**config.mk**
```make
export PLATFORM = sky130hd
export DESIGN_NAME = dpram_arbiter
export DESIGN_NICKNAME = d
export VERILOG_FILES = /design/src/rtl/dpram_arbiter.sv
export SDC_FILE = /design/constraint.sdc
export NUM_CORES = 1
export LEC_CHECK = 0
export ABC_AREA = 1
export CORE_MARGIN = 2
export CORE_UTILIZATION = 45
export CTS_BUF_LIST = sky130_fd_sc_hd__clkbuf_4 sky130_fd_sc_hd__clkbuf_8
export CTS_CLUSTER_DIAMETER = 30
export DETAILED_ROUTE_END_ITERATION = 6
export PLACE_DENSITY_LB_ADDON = 0.1
export SETUP_SLACK_MARGIN = 0.05
export SYNTH_ARGS = -nofsm -noshare
export SYNTH_HDL_FRONTEND = slang
export SYNTH_SLANG_ARGS = --single-unit
```
**constraint.sdc**
```tcl
create_clock -name clk -period 2.73 [get_ports clk]
set_clock_uncertainty 0.05 [all_clocks]
set_input_delay 0.546 -clock clk [delete_from_list [all_inputs] [get_ports clk]]
set_output_delay 0.546 -clock clk [all_outputs]
set_load 0.01 [all_outputs]
```
**src/rtl/dpram_arbiter.sv**
```systemverilog
// rtl/dpram_arbiter.sv - round-robin req/ack arbiter sharing one dual-port RAM port between J1 and peripheral
module dpram_arbiter #(
  parameter int RAM_BYTES = 32,
  parameter int RAM_LAT   = 1
) (
  input  logic        clk,
  input  logic        rst,
  input  logic        p1_req,
  input  logic        p1_we,
  input  logic [7:0]  p1_addr,
  input  logic [15:0] p1_wdata,
  output logic [15:0] p1_rdata,
  output logic        p1_ack,
  output logic        p1_err,
  input  logic        p2_req,
  input  logic        p2_we,
  input  logic [7:0]  p2_addr,
  input  logic [15:0] p2_wdata,
  output logic [15:0] p2_rdata,
  output logic        p2_ack,
  output logic        p2_err,
  output logic        ram_rd,
  output logic        ram_wr,
  output logic [7:0]  ram_addr,
  output logic [15:0] ram_din,
  input  logic [15:0] ram_dout,
  output logic [1:0]  gnt,
  output logic        busy
);

  typedef enum logic [1:0] {S_IDLE, S_ACCESS, S_WAIT, S_DONE} state_t;

  localparam int         CW       = (RAM_LAT > 1) ? $clog2(RAM_LAT) : 1;
  localparam logic [7:0] MAX_ADDR = 8'(RAM_BYTES - 2);

  state_t        state_q, state_d;
  logic [1:0]    gnt_q, gnt_d;
  logic          last_p2_q, last_p2_d;
  logic          we_q, we_d;
  logic [7:0]    addr_q, addr_d;
  logic [15:0]   wdata_q, wdata_d;
  logic          err_q, err_d;
  logic [CW-1:0] cnt_q, cnt_d;
  logic [15:0]   rd1_q, rd1_d;
  logic [15:0]   rd2_q, rd2_d;

  logic          pick1, pick2, capture;
  logic [7:0]    sel_addr;

  // On a tie the port that did not win last time gets the grant.
  assign pick1    = p1_req & (~p2_req | last_p2_q);
  assign pick2    = p2_req & (~p1_req | ~last_p2_q);
  assign sel_addr = pick2 ? p2_addr : p1_addr;

  always_comb begin
    state_d   = state_q;
    gnt_d     = gnt_q;
    last_p2_d = last_p2_q;
    we_d      = we_q;
    addr_d    = addr_q;
    wdata_d   = wdata_q;
    err_d     = err_q;
    cnt_d     = cnt_q;
    capture   = 1'b0;
    case (state_q)
      S_IDLE: begin
        if (pick1 || pick2) begin
          gnt_d     = {pick2, pick1};
          last_p2_d = pick2;
          we_d      = pick2 ? p2_we : p1_we;
          addr_d    = sel_addr;
          wdata_d   = pick2 ? p2_wdata : p1_wdata;
          err_d     = sel_addr > MAX_ADDR;
          state_d   = (sel_addr > MAX_ADDR) ? S_DONE : S_ACCESS;
        end
      end
      S_ACCESS: begin
        if (RAM_LAT > 1) begin
          cnt_d   = CW'(RAM_LAT - 2);
          state_d = S_WAIT;
        end else begin
          capture = ~we_q;
          state_d = S_DONE;
        end
      end
      S_WAIT: begin
        if (cnt_q == '0) begin
          capture = ~we_q;
          state_d = S_DONE;
        end else begin
          cnt_d = cnt_q - 1'b1;
        end
      end
      S_DONE: begin
        gnt_d   = 2'b00;
        err_d   = 1'b0;
        state_d = S_IDLE;
      end
      default: state_d = S_IDLE;
    endcase
  end

  always_comb begin
    rd1_d = rd1_q;
    rd2_d = rd2_q;
    if (capture && gnt_q[0]) rd1_d = ram_dout;
    if (capture && gnt_q[1]) rd2_d = ram_dout;
  end

  always_ff @(posedge clk) begin
    if (rst) begin
      state_q   <= S_IDLE;
      gnt_q     <= 2'b00;
      last_p2_q <= 1'b1;
      we_q      <= 1'b0;
      addr_q    <= 8'h00;
      wdata_q   <= 16'h0000;
      err_q     <= 1'b0;
      cnt_q     <= '0;
      rd1_q     <= 16'h0000;
      rd2_q     <= 16'h0000;
    end else begin
      state_q   <= state_d;
      gnt_q     <= gnt_d;
      last_p2_q <= last_p2_d;
      we_q      <= we_d;
      addr_q    <= addr_d;
      wdata_q   <= wdata_d;
      err_q     <= err_d;
      cnt_q     <= cnt_d;
      rd1_q     <= rd1_d;
      rd2_q     <= rd2_d;
    end
  end

  // Strobes decode from ACCESS only, so they can never overlap or linger.
  assign ram_rd   = (state_q == S_ACCESS) & ~we_q;
  assign ram_wr   = (state_q == S_ACCESS) & we_q;
  assign ram_addr = addr_q;
  assign ram_din  = wdata_q;
  assign p1_ack   = (state_q == S_DONE) & gnt_q[0];
  assign p2_ack   = (state_q == S_DONE) & gnt_q[1];
  assign p1_err   = p1_ack & err_q;
  assign p2_err   = p2_ack & err_q;
  assign p1_rdata = rd1_q;
  assign p2_rdata = rd2_q;
  assign gnt      = gnt_q;
  assign busy     = state_q != S_IDLE;

endmodule

```
==> flow_metrics.py, run 1 <==
metrics = {
    "run_status": {
        "outcome": "finished clean",
    },
    "finish": {
        "antenna_cells": 0,
        "final_nets": 561,
        "seqCellArea_mm2": 0.00126,
        "multi_input_area_mm2": 0.00130,
        "nFillCells": 500,
        "drive_gt1_share_pct": 7.55,
        "areaGrowthSynthToFinish_pct": 55.9,
    },
    "global_route": {
        "antenna_found_initial": 0,
        "grt_max_degree": 50,
        "grt_pass1_vias": 2630,
        "grt_pass1_wl_um": 12100,
        "grt_overflow": 0,
        "grt_usage_pct": 23.1,
    },
    "worst_setup_path": {
        "critPathMaxStageDelay_ns": 0.53,
        "crit_top_cell": "inv_1",
        "cp.required_ns": 2.13,
        "reg2regPathDepth": 8,
        "reg2reg_to": "p1_rdata[2]",
        "crit_type": "reg2out",
        "arrival_ns": 1.80,
        "crit_path_end_kind": "output pin",
        "regToRegSetupSlack_ns": 0.61,
        "worst-path-max-fanout": 5,
        "crit_slowest_cell": "clkdlybuf4s50_1",
        "cp-start-kind": "flip-flop",
        "regToRegStartpoint": "state_q[0]",
        "crit_start": "state_q[0]",
        "path_cells": "inv_1, ha_1, inv_1, clkdlybuf4s50_1",
    },
    "clock_tree": {
        "h-tree-depth": 3,
        "cts_hold_buf": 0,
        "cts.sinks": 63,
        "root_buffer": "clkbuf_8",
        "clock_latency_ns": 0.34,
        "cts_tree": "yes",
        "cts_resized": 0,
        "cts_made_buffers": 9,
        "cts.clk_slew.worst_paths_ns": 0.07,
        "ctsLongestPathBuffers": 2,
        "postCtsSetupBuffers": 0,
    },
    "sta": {
        "tightest_slew_ns": 0.550,
        "finalCritPeriodShare_pct": 87.9,
        "worst_slack_ns": 0.330,
        "hold_viol_final": 0,
        "max_freq_mhz": 417,
        "drv_slew": 0,
        "period_needed_ns": 2.40,
        "rsz0062_at_grt": "false",
        "finalSetupViolations": 0,
        "slew_headroom_pct": 63.2,
        "setup_tns_ns": 0,
    },
    "power": {
        "cellPowerDensity_mw_per_mm2": 580,
        "p_switching_mw": 0.727,
        "swShare_pct": 28.9,
        "leakage_nw": 1.64,
        "pwr-share-seq_pct": 41.7,
        "power_frac_comb_pct": 26.0,
        "clockPowerShare_pct": 32.3,
        "p_int_mw": 1.79,
        "max-vdd-ir-drop_v": 0.000358,
    },
    "floorplan": {
        "chipHeight_um": 82.6,
        "io_pins": 135,
        "die_w_um": 82.6,
        "coreArea_mm2": 0.00596,
        "die_area_mm2": 0.00682,
        "initial_core_util_pct": 46.6,
        "rows": 28,
    },
    "yosys": {
        "syn_area_per_cell_um2": 7.74,
        "synth_cells": 359,
        "yosysSeqAreaShare_pct": 45.4,
        "yosysWarningCount": 0,
        "syn_area_mm2": 0.00278,
        "yosysUniqueCellTypes": 28,
        "ys_ff_latch": 63,
        "syn-num-nets": 435,
    },
    "flow_run": {
        "maxCapViolations": 0,
    },
    "drt": {
        "wl_per_cell_um": 14.3,
        "vias_per_cell": 5.24,
        "ant_nets": 0,
        "dr.first_iter.drc_count": 101,
        "num_vias": 2963,
        "drt_drc_violations_left": 0,
        "wl_um": 8100,
        "drt_pre_antenna_iters": 4,
    },
    "worst_hold_path": {
        "min_path_type": "reg2reg",
        "worstHoldStart": "p1_rdata[4]",
        "min_to": "p1_rdata[4]",
        "hold_depth": 2,
    },
    "place": {
        "port-buffer-count": 134,
        "hpwl_um": 5690,
        "finalWeightedCongestion": 0.803,
        "place_ws_ns": 0.333,
    },
}
-- flip-flops by register name, summed over array words and instances (netlist names) --
signal and cells:
we_q 1, p2_rdata 16, ram_din 16, err_q 1
p1_rdata 16, last_p2_q 1, gnt 2, ram_addr 8
state_q 2
-- routing by layer --
metal	routed length, µm	track usage [%]	up-vias
met4	185	11.0	0
met1	3260	27.5	1345
met2	3980	39.0	130
li1	-	-	1473
met5	0	0	-
met3	666	5.65	15
-- metrics by stage --
stage	std cells	util [%]	total power, mW	area, µm²	hold slack (ns)
after floorplan	359	-	1.40	2780	0.407
after global placement	549	69.4	1.71	4130	0.398
after detailed placement	549	69.4	1.72	4130	0.405
after CTS	565	72.7	2.52	4330	0.415
after global routing	565	72.7	2.63	4330	0.431
final	565	72.7	2.51	4330	0.414
-- worst max-delay path: cells and delay by family (launching register included) --
kind       cells  cell delay [ns]
buf+inv        3             0.74
flops          1             0.41
fa+ha+maj      1             0.31
-- layout make-up --
class                   count  area share (%)
multi-input cells         253            30.1
clock buffers              12            3.52
repair buffers            142            32.6
inverters                  16            1.44
flip-flops and latches     63            29.1
clock inverters             4            1.04
well taps                  75            2.17
-- layout by cell type (no fill, tap or decap), types with 3 or more instances in the layout --
master / instances
clkdlybuf4s50_1: 134
nand2_1: 81
dfxtp_1: 63
nand3_1: 57
a21oi_1: 36
o21ai_0: 22
a31oi_1: 21
inv_1: 14
nor2_1: 10
clkbuf_8: 10
buf_4: 7
ha_1: 6
nand2_4: 3
o21ai_1: 3
clkinv_2: 3
-- worst max-delay path by stage --
| stage | slack [ns] | to | cells past startpoint |
|---|---|---|---|
| after floorplan | 0.93 | p1_err | 4 |
| after global placement | 0.37 | err_q | 9 |
| after detailed placement | 0.33 | err_q | 9 |
| after CTS | 0.30 | busy | 4 |
| after global routing | 0.25 | p1_err | 4 |
| final | 0.33 | busy | 4 |
-- cell usage after synthesis (all sizes together) --
library cell  instances  area, µm²
ha                    6       75.1
inv                  16       62.6
nand3b                2       15.0
o211ai                1       21.3
nand4                 1       6.26
nor2                 10       37.5
clkbuf               12       46.3
a31oi                21        131
nand2                86        350
o21a                  1       7.51
dfxtp                63       1260
nand3                58        295
nor3                  1       10.0
a211oi                2       15.0
buf                  15        111
o21ai                26        134
a21oi                38        198
-- power groups by stage --
stage	logic, mW	registers, mW	clock network (mW)
2_1_floorplan	0.310	1.09	0
3_3_place_gp	0.647	1.06	0
3_5_place_dp	0.652	1.07	0
4_1_cts	0.657	1.05	0.818
5_1_grt	0.715	1.06	0.861
6_report	0.654	1.05	0.811
-- logic make-up after synthesis --
logic type               synth area share (%)
AND/OR/NAND/NOR                          25.7
AO/OA/AOI/OAI                            18.2
flip-flops                               45.4
buffers and inverters                    7.93
adder cells (fa/ha/maj)                  2.70
No activity file was read; power rests on OpenSTA's default activity.
==> inputs of run 2 (changes only) <==
- PLACE_DENSITY: default -> 0.88
- PLACE_DENSITY_LB_ADDON: 0.1 -> default
==> run 2 against run 1 <==
  * Setup slack worse by 0.050 ns
  * Utilization down 0.13 points
  * Worst hold slack worse by 0.0034 ns
  * Final cell count down 0.18%
  * Clock power down 1%
  * Sequential cell count unchanged
  * Sequential share of layout area up 0.051 points
  * Sequential power about the same
  * Global-route usage up 0.84 points
  * Highest routed layer unchanged
  * Largest power group unchanged
  * Routed wire length down 2.0%
  * Non-clock buffer count down 1
  * Die area unchanged
==> flow_metrics.py, run 2 (same netlist as run 1, synthesis figures left out) <==
metrics = {
    "worst_setup_path": {
        "worst-path-max-fanout": 5,
        "crit_path_end_kind": "output pin",
        "regToRegStartpoint": "state_q[0]",
        "cp.required_ns": 2.13,
        "cp-start-kind": "flip-flop",
        "path_cells": "inv_1, ha_1, inv_1, clkdlybuf4s50_1",
        "crit_top_cell": "inv_1",
        "crit_type": "reg2out",
        "reg2regPathDepth": 7,
        "critPathCapture": "busy",
        "critPathMaxStageDelay_ns": 0.55,
        "regToRegSetupSlack_ns": 0.53,
        "reg2reg_to": "p2_rdata[1]",
        "crit_slowest_cell": "clkdlybuf4s50_1",
        "arrival_ns": 1.85,
        "crit_start": "state_q[0]",
    },
    "drt": {
        "wl_per_cell_um": 14.1,
        "top_layer": "met4",
        "drt_pre_antenna_iters": 5,
        "wl_um": 7930,
        "dr.first_iter.drc_count": 107,
        "wl_met3_um": 837,
        "met1_length_um": 3220,
        "drt_drc_violations_left": 0,
        "vias_per_cell": 5.24,
        "num_vias": 2956,
        "ant_nets": 0,
        "wl_met2_um": 3780,
    },
    "power": {
        "cellPowerDensity_mw_per_mm2": 578,
        "p_int_mw": 1.78,
        "swShare_pct": 28.6,
        "clockPowerShare_pct": 32.0,
        "pwr-share-seq_pct": 42.1,
        "leakage_nw": 1.64,
        "p_switching_mw": 0.715,
        "power_frac_comb_pct": 25.9,
        "max-vdd-ir-drop_v": 0.000340,
    },
    "sta": {
        "hold_viol_final": 0,
        "finalCritPeriodShare_pct": 89.8,
        "slew_headroom_pct": 63.0,
        "max_freq_mhz": 408,
        "period_needed_ns": 2.45,
        "setup_tns_ns": 0,
        "drv_slew": 0,
        "worst_slack_ns": 0.279,
        "finalSetupViolations": 0,
        "rsz0062_at_grt": "false",
        "tightest_slew_ns": 0.553,
    },
    "floorplan": {
        "initial_core_util_pct": 46.6,
        "rows": 28,
        "chipHeight_um": 82.6,
        "coreArea_mm2": 0.00596,
        "die_w_um": 82.6,
        "io_pins": 135,
        "die_area_mm2": 0.00682,
    },
    "flow_run": {
        "maxCapViolations": 0,
    },
    "run_status": {
        "outcome": "finished clean",
    },
    "clock_tree": {
        "postCtsSetupBuffers": 0,
        "cts_tree": "yes",
        "cts.clk_slew.worst_paths_ns": 0.07,
        "cts_made_buffers": 9,
        "cts_resized": 0,
        "cts_hold_buf": 0,
        "root_buffer": "clkbuf_8",
        "clock_latency_ns": 0.33,
        "ctsLongestPathBuffers": 2,
        "cts.sinks": 63,
        "h-tree-depth": 3,
    },
    "finish": {
        "layout_commonest_cell": "clkdlybuf4s50_1",
        "final_cell_mix": "clkdlybuf4s50_1, nand2_1, dfxtp_1",
        "antenna_cells": 0,
        "nFillCells": 454,
        "final_nets": 560,
        "areaGrowthSynthToFinish_pct": 55.7,
        "drive_gt1_share_pct": 7.36,
        "stdcell_count": 564,
        "final_util_pct": 72.6,
    },
    "place": {
        "hpwl_um": 5780,
        "place_ws_ns": 0.310,
        "port-buffer-count": 134,
        "place_inst": 548,
        "finalWeightedCongestion": 0.786,
    },
    "global_route": {
        "grt_max_degree": 33,
        "antenna_found_initial": 0,
        "grt_usage_pct": 23.9,
        "grt_pass1_wl_um": 12500,
        "grt_overflow": 0,
        "grt_pass1_vias": 2821,
    },
    "worst_hold_path": {
        "min_path_type": "reg2reg",
    },
}
==> run 2: cell type report <==
| class | instances | area (µm²) | share of cell area (%) |
|---|---|---|---|
| clock inverter | 4 | 45.0 | 1.04 |
| clock buffer | 12 | 153 | 3.53 |
| tap | 75 | 93.8 | 2.17 |
| sequential | 63 | 1260 | 29.2 |
| inverter | 16 | 62.6 | 1.45 |
| multi-input combinational | 253 | 1300 | 30.1 |
| timing repair buffer | 141 | 1410 | 32.5 |
==> run 2: worst min-delay path by stage <==
stage,from,to,slack [ns],depth (start not counted)
final,p1_rdata[7],p1_rdata[7],0.41,2
after global placement,p1_rdata[15],p1_rdata[15],0.40,2
after CTS,p2_rdata[0],p2_rdata[0],0.41,2
after floorplan,err_q,err_q,0.41,2
after global routing,p2_rdata[14],p2_rdata[14],0.43,2
after detailed placement,p2_rdata[0],p2_rdata[0],0.40,2
==> run 2: stage by stage <==
stage               hold WS (ns)  area (µm²)  total power, mW
floorplan                  0.407        2780             1.40
global placement           0.399        4130             1.70
detailed placement         0.404        4130             1.71
CTS                        0.414        4320             2.52
global route               0.428        4320             2.62
finish                     0.410        4320             2.50
==> run 2: worst max-delay path, delay by kind of cell, from the launching register on <==
kind	cells	cell delay (ns)
fa+ha+maj	1	0.31
flops	1	0.41
buf+inv	3	0.79
==> run 2: metal layers <==
metal	global-route usage, %	up-vias
met5	0	-
met4	10.5	0
met3	7.61	10
met2	41.1	143
met1	27.2	1330
li1	-	1473
==> run 2: power groups by stage <==
stage | logic (mW) | clock network, mW | registers, mW
global placement | 0.632 | 0 | 1.07
global route | 0.712 | 0.844 | 1.06
detailed placement | 0.642 | 0 | 1.07
floorplan | 0.310 | 0 | 1.09
finish | 0.646 | 0.799 | 1.05
CTS | 0.647 | 0.816 | 1.05
